<file path="config.mk">
export PLATFORM = sky130hd
export DESIGN_NAME = uart_rx
export DESIGN_NICKNAME = d
export VERILOG_FILES = /design/src/rtl/uart_rx.sv
export SDC_FILE = /design/constraint.sdc
export NUM_CORES = 1
export LEC_CHECK = 0
export ABC_AREA = 1
export CORE_MARGIN = 2
export CORE_UTILIZATION = 30
export CTS_CLUSTER_SIZE = 16
export DETAILED_ROUTE_END_ITERATION = 7
export DONT_BUFFER_PORTS = 1
export PLACE_DENSITY_LB_ADDON = 0.08
export SYNTH_ARGS = -nofsm -noshare
export SYNTH_HDL_FRONTEND = slang
export SYNTH_SLANG_ARGS = --single-unit
export TNS_END_PERCENT = 5
</file>
<file path="constraint.sdc">
create_clock -name sys_clk -period 1.69 [get_ports sys_clk]
set_input_delay 0.338 -clock sys_clk [delete_from_list [all_inputs] [get_ports sys_clk]]
set_output_delay 0.338 -clock sys_clk [all_outputs]
set_load 0.02 [all_outputs]
</file>
<file path="src/rtl/uart_rx.sv">
// uart_rx: oversampling UART receiver, 8N1 (8E1/8O1 when UART_RX_PARITY_EN is defined).
// Ports: sys_clk, rst (sync, high); rx serial in; rx_data/rx_valid/frame_err/parity_err/busy out.
module uart_rx #(
  parameter int unsigned CLK        = 100_000_000,
  parameter int unsigned BAUD_RATE  = 9600,
  parameter int unsigned OVERSAMPLE = 16,
  parameter bit          PARITY_ODD = 1'b0
) (
  input  logic       sys_clk,
  input  logic       rst,
  input  logic       rx,
  output logic [7:0] rx_data,
  output logic       rx_valid,
  output logic       frame_err,
  output logic       parity_err,
  output logic       busy
);

  localparam int unsigned DIV = CLK / (BAUD_RATE * OVERSAMPLE);
  localparam int unsigned DW  = (DIV > 1) ? $clog2(DIV) : 1;
  localparam int unsigned TW  = $clog2(OVERSAMPLE);

  localparam logic [DW-1:0] DIV_LAST = DW'(DIV - 1);
  localparam logic [TW-1:0] T_MID    = TW'(OVERSAMPLE / 2 - 1);
  localparam logic [TW-1:0] T_FULL   = TW'(OVERSAMPLE - 1);

  typedef enum logic [2:0] {
    S_IDLE,
    S_START,
    S_DATA,
`ifdef UART_RX_PARITY_EN
    S_PARITY,
`endif
    S_STOP
  } state_e;

  state_e        state_q, state_d;
  logic [DW-1:0] div_q, div_d;
  logic [TW-1:0] tcnt_q, tcnt_d;
  logic [2:0]    bcnt_q, bcnt_d;
  logic [7:0]    shift_q, shift_d;
  logic [7:0]    data_q, data_d;
  logic          valid_q, valid_d;
  logic          ferr_q, ferr_d;
  logic          perr_q, perr_d;
  logic          rx_meta_q, rx_s_q, rx_d_q;
  logic          tick;
`ifdef UART_RX_PARITY_EN
  logic          pmis_q, pmis_d;
`else
  logic          unused_par;
  assign unused_par = PARITY_ODD;
`endif

  assign tick = (div_q == DIV_LAST);

  always_comb begin
    state_d = state_q;
    div_d   = div_q;
    tcnt_d  = tcnt_q;
    bcnt_d  = bcnt_q;
    shift_d = shift_q;
    data_d  = data_q;
    valid_d = 1'b0;
    ferr_d  = 1'b0;
    perr_d  = 1'b0;
`ifdef UART_RX_PARITY_EN
    pmis_d  = pmis_q;
`endif
    if (state_q == S_IDLE || tick) begin
      div_d = '0;
    end else begin
      div_d = div_q + 1'b1;
    end
    unique case (state_q)
      S_IDLE: begin
        if (rx_d_q && !rx_s_q) begin
          state_d = S_START;
          tcnt_d  = '0;
        end
      end
      S_START: begin
        if (tick) begin
          if (tcnt_q == T_MID) begin
            tcnt_d  = '0;
            bcnt_d  = '0;
            // line back high by mid start bit: a glitch
            state_d = rx_s_q ? S_IDLE : S_DATA;
          end else begin
            tcnt_d = tcnt_q + 1'b1;
          end
        end
      end
      S_DATA: begin
        if (tick) begin
          if (tcnt_q == T_FULL) begin
            tcnt_d  = '0;
            shift_d = {rx_s_q, shift_q[7:1]};
            bcnt_d  = bcnt_q + 1'b1;
            if (bcnt_q == 3'd7) begin
`ifdef UART_RX_PARITY_EN
              state_d = S_PARITY;
`else
              state_d = S_STOP;
`endif
            end
          end else begin
            tcnt_d = tcnt_q + 1'b1;
          end
        end
      end
`ifdef UART_RX_PARITY_EN
      S_PARITY: begin
        if (tick) begin
          if (tcnt_q == T_FULL) begin
            tcnt_d  = '0;
            pmis_d  = rx_s_q ^ (^shift_q) ^ PARITY_ODD;
            state_d = S_STOP;
          end else begin
            tcnt_d = tcnt_q + 1'b1;
          end
        end
      end
`endif
      S_STOP: begin
        if (tick) begin
          if (tcnt_q == T_FULL) begin
            // leave at mid stop bit so a following start edge is caught
            state_d = S_IDLE;
            data_d  = shift_q;
            if (!rx_s_q) begin
              ferr_d = 1'b1;
`ifdef UART_RX_PARITY_EN
            end else if (pmis_q) begin
              perr_d = 1'b1;
`endif
            end else begin
              valid_d = 1'b1;
            end
          end else begin
            tcnt_d = tcnt_q + 1'b1;
          end
        end
      end
      default: state_d = S_IDLE;
    endcase
  end

  always_ff @(posedge sys_clk) begin
    if (rst) begin
      state_q   <= S_IDLE;
      div_q     <= '0;
      tcnt_q    <= '0;
      bcnt_q    <= '0;
      shift_q   <= '0;
      data_q    <= '0;
      valid_q   <= 1'b0;
      ferr_q    <= 1'b0;
      perr_q    <= 1'b0;
      rx_meta_q <= 1'b1;
      rx_s_q    <= 1'b1;
      rx_d_q    <= 1'b1;
`ifdef UART_RX_PARITY_EN
      pmis_q    <= 1'b0;
`endif
    end else begin
      state_q   <= state_d;
      div_q     <= div_d;
      tcnt_q    <= tcnt_d;
      bcnt_q    <= bcnt_d;
      shift_q   <= shift_d;
      data_q    <= data_d;
      valid_q   <= valid_d;
      ferr_q    <= ferr_d;
      perr_q    <= perr_d;
      rx_meta_q <= rx;
      rx_s_q    <= rx_meta_q;
      rx_d_q    <= rx_s_q;
`ifdef UART_RX_PARITY_EN
      pmis_q    <= pmis_d;
`endif
    end
  end

  assign rx_data    = data_q;
  assign rx_valid   = valid_q;
  assign frame_err  = ferr_q;
  assign parity_err = perr_q;
  assign busy       = (state_q != S_IDLE);

endmodule

</file>
After elaboration in Yosys (flattened, before gate mapping)
Cells that the tools add are included.
Storage, ports and cells
  register bits after elaboration: 41
  bits of input ports: 3
  output and inout port bits: 12
  word-level logic and storage cells: 72
Cells by class
  add/sub/neg operators: 3
  eq/ne operators: 16
  mux-type cells: 25
  bitwise operators: 3
  reductions and logical operators: 14
Operators by type and width (number)
  $mux 3: 12
  $mux 4: 7
  $ne 2x2->1 const B: 8
  $pmux 4 s4: 1
  $pmux 3 s4: 1
  $add 10x1->10 const B: 1
  $eq 10x10->1 const B: 1
  $reduce_and 8->1: 1
  $eq 3x2->1 const B: 2
  $pmux 3 s2: 1
  $reduce_and 3->1: 2
  $reduce_and 6->1: 1
  $reduce_and 5->1: 1
  $add 4x1->4 const B: 1
  $eq 4x3->1 const B: 1
  $eq 4x4->1 const B: 1
  $reduce_bool 4->1: 1
  $reduce_or 4->1: 1
  $add 3x1->3 const B: 1
  $eq 3x1->1 const B: 1
  $eq 3x3->1 const B: 1
  $logic_not 3->1: 1
  $not 1->1: 3
  $reduce_bool 3->1: 1
  8 further kinds: 9

Logic depth before layout (Yosys ltp)
Gate-level depths: netlist of run 1.
  depth in word-level cells: 5
  gate-level depth with buffers: 10
  mapped depth without buffers: 10

Worst setup path after synthesis of run 1
No wires, ideal clock.
  path type: register -> register
  from: register div_q[0]
  to: register tcnt_q[0]
  arrival time: 1.287 ns
  required time: 1.576 ns
  slack: 0.289 ns
  cell stages (with the launch flop): 10
  buffers on the path: 0
  cells stage by stage: dfxtp_1 -> inv_1 -> ha_1 -> nand2_1 -> nor2_1 -> nand3_4 -> nand2_2 -> nand3_2 -> a21oi_1 -> nor2_1
Between the ends
  word-level cells in the longest chain between the ends: 3
RTL lines
  start, declared: RTL line 38  | logic [DW-1:0] div_q, div_d;
  start signal, assigned: RTL line 168  | div_q <= div_d;
  $eq 10x10->1 *: RTL line 55  | assign tick = (div_q == DIV_LAST);
  $ne 2x2->1 (no source line)
  $reduce_and 6->1 (no source line) *
  end signal, assigned: RTL line 169  | tcnt_q <= tcnt_d;
  end, declared: RTL line 39  | logic [TW-1:0] tcnt_q, tcnt_d;
Mark *: on every way between the ends. The rest lies on a longest branch, timed or not.
A chain may end at the register's enable or synchronous reset.

Final worst setup path of run 1
  from: register state_q[0]
  to: output busy
Between the ends
  word-level cells in the longest chain between the ends: 1
RTL lines
  start, declared: RTL line 37  | state_e state_q, state_d;
  start signal, assigned: RTL line 167  | state_q <= state_d;
  $reduce_bool 3->1: RTL line 189  | assign busy = (state_q != S_IDLE);
  end, declared: RTL line 16  | output logic busy
No other way between the ends.

==> results of run 1 <==
-- cell families (layout without fill, tap and decap cells) --
logic type,Yosys count,after routing,share of synthesized area
AOI/OAI and AO/OA,41,41,0.123
other,1,1,0.00203
and+or+nand+nor,115,115,0.307
buffers and inverters,41,53,0.0961
xor gates and xnor gates,1,1,0.00474
adders and majority gates,5,5,0.0338
DFF,40,40,0.433
-- what timing repair did --
item                                    4_1_cts  5_1_grt
endpoints found under the setup margin        0       22
hold buffers                                  0        0
setup buffers                                 0        5
resized for setup                             0        3
-- cell type report --
| type | instances | area, um2 |
|---|---|---|
| clock buffers | 5 | 68.8 |
| well taps | 75 | 93.8 |
| multi-input cells | 163 | 881 |
| flip-flops and latches | 40 | 801 |
| repair buffers | 9 | 80.1 |
| clock inverters | 3 | 23.8 |
| fillers | 665 | 3870 |
| inverters | 36 | 135 |
-- cell usage after synthesis --
library cell and n:
nand2_1 53, dfxtp_1 40, inv_1 31, nor2_1 27, a21oi_1 20, o21ai_0 12
nand3_1 7, nand4_1 6, ha_1 5, inv_2 5, nor3_1 5, a21oi_2 4
nor2_2 3, o21ai_1 3, nand3_2 2, nand3_4 2, nor2_4 2, o21ai_2 2
or2_2 2, and3_1 1, buf_2 1, buf_4 1, buf_6 1, buf_8 1
clkbuf_1 1, conb_1 1, nand2_2 1, nand2_4 1, nor2_8 1, nor3_2 1
nor3b_1 1, xor2_1 1
-- worst min-delay path by stage --
stage / endpoint / slack [ps] / cells past startpoint
4_1_cts: tcnt_q[2]$_SDFFE_PP0P_ / 100 / 1
3_5_place_dp: rx_s_q$_SDFF_PP1_ / 400 / 1
3_3_place_gp: rx_s_q$_SDFF_PP1_ / 390 / 1
5_1_grt: tcnt_q[2]$_SDFFE_PP0P_ / 90 / 1
2_1_floorplan: rx_s_q$_SDFF_PP1_ / 390 / 1
6_report: tcnt_q[2]$_SDFFE_PP0P_ / 110 / 1
-- critical path: stages (launching register included) --
cell     delay (ps)
dfxtp_1         410
buf_4           160
nor2_1           50
inv_1           130
buf_4           170
-- metrics by stage --
stage	power, W	std cells	cell area [um2]	setup WS (ps)	setup TNS (ps)
CTS	0.00252	326	2040	61.1	0
floorplan	0.00167	244	1850	289	0
global placement	0.00187	318	1940	108	0
finish	0.00248	331	2080	149	0
detailed placement	0.00186	318	1940	61.5	0
global route	0.00266	331	2080	-0.933	-0.933
-- per-layer routing --
layer,wire length [um],share of wire,track usage
met1,1830,0.50,0.154
met5,0,0,0
met4,36,0.0099,0.0443
met3,163,0.045,0.0380
met2,1600,0.44,0.182
-- registers in the layout (all words and copies together), names as in the netlist --
signal     cells
rx_data        8
rx_meta_q      1
state_q        2
bcnt_q         3
rx_d_q         1
rx_s_q         1
frame_err      1
tcnt_q         4
rx_valid       1
shift_q        8
div_q         10
-- power groups by stage --
stage,logic (W),clock network [W],registers [W]
floorplan,0.000560,0,0.00111
detailed placement,0.000738,0,0.00112
CTS,0.000744,0.000673,0.00110
global placement,0.000747,0,0.00112
global route,0.000834,0.000714,0.00112
finish,0.000734,0.000643,0.00110
==> run metrics, run 1 <==
Final Util 0.350; logic gate share of total power 0.296; Detail Route Antenna Nets 0; All-Layer GR Usage 0.118; largest cells by area after synthesis dfxtp_1, nand2_1, inv_1, nor2_1, a21oi_1; vias 1440; area of the core just under 6000 um2; Cells after Synth 244; htree depth 2; Final Skew around 6.5 ps; CTS Buf Count 5; Synth Register Bits 40; synthesized area between 1500 and 2000 um2; critical setup path kind reg -> out; critical path launch point state_q[0]$_SDFFE_PP0P_; first-pass GRT wire length about 6.1 mm; # DRC 0; number of unique standard cell types used by synthesis 32; biggest area consumer among synthesized cells dfxtp_1; port bufs 0; fin crit period ~1500 ps; vias per cell between 4 and 5; CTS clk-pin slew, worst paths ~80 ps; Pleak between 0.8 and 0.9 nW; Critical R2R Launch tcnt_q[0]$_SDFFE_PP0P_; run status finished, final reports clean; setup violators final 0; R2R Setup Slk 170 ps; Layout Nets ~260; routed len/inst 11.0 um; initial antenna violation count 0; worst-skew pair later-pin latency between 200 and 300 ps; I/O pins 15; share of layout cells above drive strength 1 0.176; Internal Pwr Total 0.00155 W; Sw Ratio 0.373; worst vdd ir approximately 0.50 mV; routed wire length between 3 and 4 mm; Reg2Reg Depth 8; Initial Utilization 0.311; Worst Hold Class in -> reg; area fraction of the dominant cell type after synthesis 0.433; Detailed Route Iter0 Violations 49; vias in the first global route roughly 1300; hold_ws 108 ps; Highest Clock Rate about 0.65 GHz; Worst Setup EP busy; Hold Vio Cnt, Final 0; WP data required ~1400 ps; share of the yosys chip area belonging to registers 0.433; most common cell after layout, fill and taps aside nand2_1; highest-count cells in the layout ignoring fill and taps nand2_1, dfxtp_1, inv_1; CP max FO 4; chip height about 83 um; grt ovf 0; clk buf depth 2; Yosys warnings 0; row count 28; nature of the critical path startpoint register; CTS root buf clkbuf_8; MaxCap Viol Count 0; Tcrit/Tclk final 0.912; Layout area overhead 12.7%; Worst Min Path Start rst; Placer Congestion roughly 0.74; clk sinks 40; syn avg cell area approximately 7.6 um2; largest net degree at the start of global routing 23; PD cells between 1000 and 1500 nW/um2; Clock Power Share 0.260; CTS tree done; sequential share of power 0.444; synthesized net count about 250; half-perimeter wire length after placement approximately 2.6 mm; FF-to-FF End shift_q[2]$_SDFFE_PP0P_; CP endpoint kind output pin; DIE AREA 6810 um2; die width slightly above 80 um; Arrival @ worst endpoint around 1200 ps; # diodes 0; NetSw ~0.00092 W; drt pass-1 iters 4; final-report max-slew violation count 0
Note: power is estimated with default switching activity, not from simulation.
==> run 2, diff against run 1 <==
==> constraint.sdc (replaced) <==
create_clock -name sys_clk -period 1.69 [get_ports sys_clk]
set_input_delay 0.338 -clock sys_clk [delete_from_list [all_inputs] [get_ports sys_clk]]
set_output_delay 0.338 -clock sys_clk [all_outputs]
set_load 0.1 [all_outputs]
==> run metrics, run 2 (same netlist as run 1, synthesis figures left out) <==
I/O pins 15; final-report max-slew violation count 0; fin crit period 1600 ps; MaxCap Viol Count 0; share of layout cells above drive strength 1 0.202; critical path launch point state_q[0]$_SDFFE_PP0P_; largest net degree at the start of global routing 19; Arrival @ worst endpoint roughly 1300 ps; chip height slightly above 80 um; highest-count cells in the layout ignoring fill and taps nand2_1, dfxtp_1, inv_1; Worst Min Path Start rst; Initial Utilization 0.311; CP max FO 4; worst slack at placement ~60 ps; post-route setup slack between 90 and 100 ps; RSZ-0062 raised after global routing false; CP max-delay cell dfxtp_1; CTS tree done; routed wire length 3.67 mm; htree depth 2; worst vdd ir about 0.45 mV; setup violators final 0; DIE AREA roughly 6800 um2; Worst Hold Class in -> reg; Hold Vio Cnt, Final 0; port bufs 0; fillers between 600 and 700; vias per cell around 4.4; Tcrit/Tclk final 0.944; die width ~83 um; Top reg by flops div_q; routed len/inst roughly 11 um; half-perimeter wire length after placement roughly 2.6 mm; clk buf depth 2; critical setup path kind reg -> out; Post-CTS Setup Inserts 0; grt ovf 0; Critical R2R Launch tcnt_q[1]$_SDFFE_PP0P_; CTS root buf clkbuf_8; vias in the first global route around 1400; nature of the critical path startpoint register; setup TNS 0 ps; Placer Congestion about 0.75; CTS clk-pin slew, worst paths approximately 80 ps; PD cells 1260 nW/um2; drt pass-1 iters 4; All-Layer GR Usage 0.128; Layout area overhead 16.2%; critical path's largest stage delay 350 ps; run status finished, final reports clean; initial antenna violation count 0; Detailed Route Iter0 Violations 35; first-pass GRT wire length 6.62 mm; Reg2Reg Depth 8; Pleak between 0.9 and 1 nW; CTS Buf Count 5; CP endpoint kind output pin; hold path cells 1; row count 28; most common cell after layout, fill and taps aside nand2_1; Highest Clock Rate 0.627 GHz; area of the core between 5000 and 6000 um2; # DRC 0; vias approximately 1500; clk sinks 40; Detail Route Antenna Nets 0; WP data required roughly 1400 ps; Final Skew about 4.2 ps; # diodes 0; number of flip-flops in the largest register 10; CP cell instances buf_4 -> nor2_4 -> clkinvlp_4 -> buf_6; Layout Nets about 270; worst-skew pair later-pin latency slightly below 300 ps
run 2: cell types whose count changed in the layout (fill, tap and decap cells not counted):
| cell | before | now |
|---|---|---|
| buf_4 | 8 | 13 |
| buf_6 | 0 | 1 |
| clkbuf_8 | 5 | 6 |
| clkinv_2 | 0 | 2 |
| clkinv_4 | 1 | 0 |
| clkinvlp_4 | 2 | 1 |
| ha_2 | 1 | 0 |
| ha_4 | 0 | 1 |
| inv_1 | 31 | 30 |
| nor2_1 | 26 | 25 |
| nor2_2 | 3 | 4 |
run 2: worst paths after layout:
check	slack [ps]	to
hold / removal	110	bcnt_q[2]$_SDFFE_PP0P_
setup / recovery	90	busy
hold reg to reg	410	rx_s_q$_SDFF_PP1_
setup reg to reg	150	rx_data[0]$_SDFFE_PP0P_
run 2: metrics by stage:
| stage | hold WS, ps | std cells | util | power (W) | area (um2) |
|---|---|---|---|---|---|
| 2_1_floorplan | 389 | 244 | - | 0.00182 | 1860 |
| 3_3_place_gp | 391 | 329 | 0.341 | 0.00204 | 2030 |
| 3_5_place_dp | 394 | 329 | 0.341 | 0.00202 | 2030 |
| 4_1_cts | 95.7 | 337 | 0.357 | 0.00271 | 2130 |
| 5_1_grt | 93.2 | 337 | 0.361 | 0.00293 | 2150 |
| 6_report | 111 | 337 | 0.361 | 0.00271 | 2150 |
run 2: repair_timing:
item | in CTS | in global routing
hold buffers | 0 | 0
resized for setup | 1 | 4
endpoints found under the setup margin | 1 | 15
run 2: power breakdown:
group / total [W] / internal [W] / switching, W
Clock: 0.000658 / 0.000326 / 0.000332
Combinational: 0.000939 / 0.000291 / 0.000648
Sequential: 0.00111 / 0.00102 / 0.0000985
Total: 0.00271 / 0.00163 / 0.00108
run 2: area by class of cell:
class / instances / area (um2) / area share
sequential: 40 / 801 / 0.373
inverter: 36 / 139 / 0.0646
clock buffer: 6 / 82.6 / 0.0384
timing repair buffer: 15 / 129 / 0.0600
tap: 75 / 93.8 / 0.0437
multi-input combinational: 163 / 893 / 0.416
clock inverter: 2 / 10.0 / 0.00466
run 2: per-layer routing:
| layer | wire (um) | part of all wire | global-route usage | vias to the layer above |
|---|---|---|---|---|
| met2 | 1520 | 0.42 | 0.194 | 24 |
| met5 | 0 | 0 | 0 | - |
| met4 | 72 | 0.020 | 0.0541 | 0 |
| met3 | 217 | 0.059 | 0.0446 | 6 |
| met1 | 1850 | 0.51 | 0.166 | 644 |
| li1 | - | - | - | 807 |
run 2: worst max-delay path, delay by kind of cell, from the launching register on:
family                 cells  cell delay, ps
flip-flops                 1             350
buffers and inverters      3             500
AND/OR/NAND/NOR            1             110
==> run 3, diff against run 2 <==
--- a/config.mk
+++ b/config.mk
@@ -6,6 +6,8 @@
 export NUM_CORES = 1
 export LEC_CHECK = 0
 export ABC_AREA = 1
+export CELL_PAD_IN_SITES_DETAIL_PLACEMENT = 0
+export CELL_PAD_IN_SITES_GLOBAL_PLACEMENT = 1
 export CORE_MARGIN = 2
 export CORE_UTILIZATION = 30
 export CTS_CLUSTER_SIZE = 16
==> run metrics, run 3 (same netlist as run 1, synthesis figures left out) <==
chip height 82.5 um; Pleak 0.930 nW; CP max FO 5; Initial Utilization 0.311; worst-skew pair later-pin latency slightly below 300 ps; Critical R2R Launch div_q[0]$_SDFF_PP0_; initial antenna violation count 0; vias ~1500; Placer Congestion between 0.7 and 0.8; hold path cells 1; dpl cells 332; clk sinks 40; Arrival @ worst endpoint around 1200 ps; # diodes 0; CTS root buf clkbuf_8; nature of the critical path startpoint register; WP data required approximately 1400 ps; highest-count cells in the layout ignoring fill and taps nand2_1, dfxtp_1, inv_1; vias in the first global route 1423; PD cells between 1000 and 1500 nW/um2; CTS Buf Count 5; htree depth 2; Top reg by flops div_q; R2R Setup Slk 170 ps; Worst Min Path Start rst; I/O pins 15; worst vdd ir 0.424 mV; CTS tree done; hold buffers post-CTS 0; run status finished, final reports clean; drt pass-1 iters 6; Final Skew around 5.2 ps; Worst Hold Class in -> reg; Tcrit/Tclk final 0.929; grt ovf 0; # DRC 0; number of flip-flops in the largest register 10; Detailed Route Iter0 Violations 58; setup TNS 0 ps; largest net degree at the start of global routing 23; Min-Delay Endpoint bcnt_q[2]$_SDFFE_PP0P_; share of layout cells above drive strength 1 0.204; Non-Filler Instances 340; port bufs 0; final-report max-slew violation count 0; routed wire length ~3.7 mm; first-pass GRT wire length between 6 and 7 mm; most common cell after layout, fill and taps aside nand2_1; fin crit period about 1600 ps; die width around 83 um; clk buf depth 2; Layout Nets roughly 270; row count 28; CTS clk-pin slew, worst paths about 80 ps; Hold Vio Cnt, Final 0; Detail Route Antenna Nets 0; DIE AREA 6810 um2; Power Total approximately 0.0027 W; routed len/inst ~11 um; RSZ-0062 raised after global routing false; Post-CTS Setup Inserts 0; vias per cell 4.34; CP endpoint kind output pin; setup violators final 0; Highest Clock Rate between 0.6 and 0.7 GHz; FF-to-FF End div_q[8]$_SDFF_PP0_; Reg2Reg Depth 8; area of the core 5960 um2; Layout area overhead 18.2%; half-perimeter wire length after placement about 2.7 mm; MaxCap Viol Count 0; critical setup path kind reg -> out; All-Layer GR Usage 0.128
## run 3: changes by cell type in the layout (fill, tap and decap cells not counted)
| cell | before | now |
|---|---|---|
| buf_12 | 1 | 2 |
| clkbuf_1 | 0 | 2 |
| nor2_2 | 4 | 3 |
| buf_4 | 13 | 15 |
| o21ai_1 | 3 | 4 |
| o21ai_0 | 12 | 11 |
| nor2_4 | 3 | 4 |
| clkinv_2 | 2 | 0 |
## run 3: repair_timing
item                                    4_1_cts  5_1_grt
endpoints found under the setup margin        1       18
pin swaps                                     0        0
resized for setup                             1        6
## run 3: area by class of cell
type / count / area [um2]
Timing Repair Buffer: 18 / 164
Fill cell: 645 / 3770
Clock buffer: 8 / 90.1
Tap cell: 75 / 93.8
Multi-Input combinational cell: 163 / 898
Sequential cell: 40 / 801
Inverter: 36 / 139
## run 3: worst max-delay path, cell delays in order (launching register included)
cell	delay, ps
dfxtp_1	320
buf_4	160
nor2_4	110
clkinvlp_4	140
buf_6	200
## run 3: metrics by stage
step	area (um2)	utilization	setup WS [ps]	hold slack, ps
after floorplan	1860	-	40.0	389
after global placement	2070	0.347	112	403
after detailed placement	2070	0.347	127	410
after CTS	2160	0.363	28.4	92.8
after global routing	2190	0.367	10.8	84.7
final	2190	0.367	120	108
## run 3: power by group
part	leakage [nW]	internal, W	switching (W)
Sequential	0.324	0.00102	0.0000836
Combinational	0.561	0.000299	0.000661
Clock	0.0455	0.000333	0.000323
## run 3: worst max-delay path by stage
stage / start / end / cells after the start / slack (ps)
floorplan: state_q[0]$_SDFFE_PP0P_ / tcnt_q[0]$_SDFFE_PP0P_ / 6 / 40
global placement: tcnt_q[1]$_SDFFE_PP0P_ / shift_q[0]$_SDFFE_PP0P_ / 8 / 110
detailed placement: tcnt_q[1]$_SDFFE_PP0P_ / rx_data[2]$_SDFFE_PP0P_ / 8 / 130
CTS: state_q[0]$_SDFFE_PP0P_ / busy / 4 / 30
global route: div_q[0]$_SDFF_PP0_ / div_q[8]$_SDFF_PP0_ / 8 / 10
finish: state_q[0]$_SDFFE_PP0P_ / busy / 4 / 120
## run 3: layer usage
metal	up-vias	track usage	share of wire
met4	0	0.0607	0.0089
met3	2	0.0370	0.041
met1	641	0.172	0.51
met2	18	0.186	0.44
met5	-	0	0
li1	814	-	-
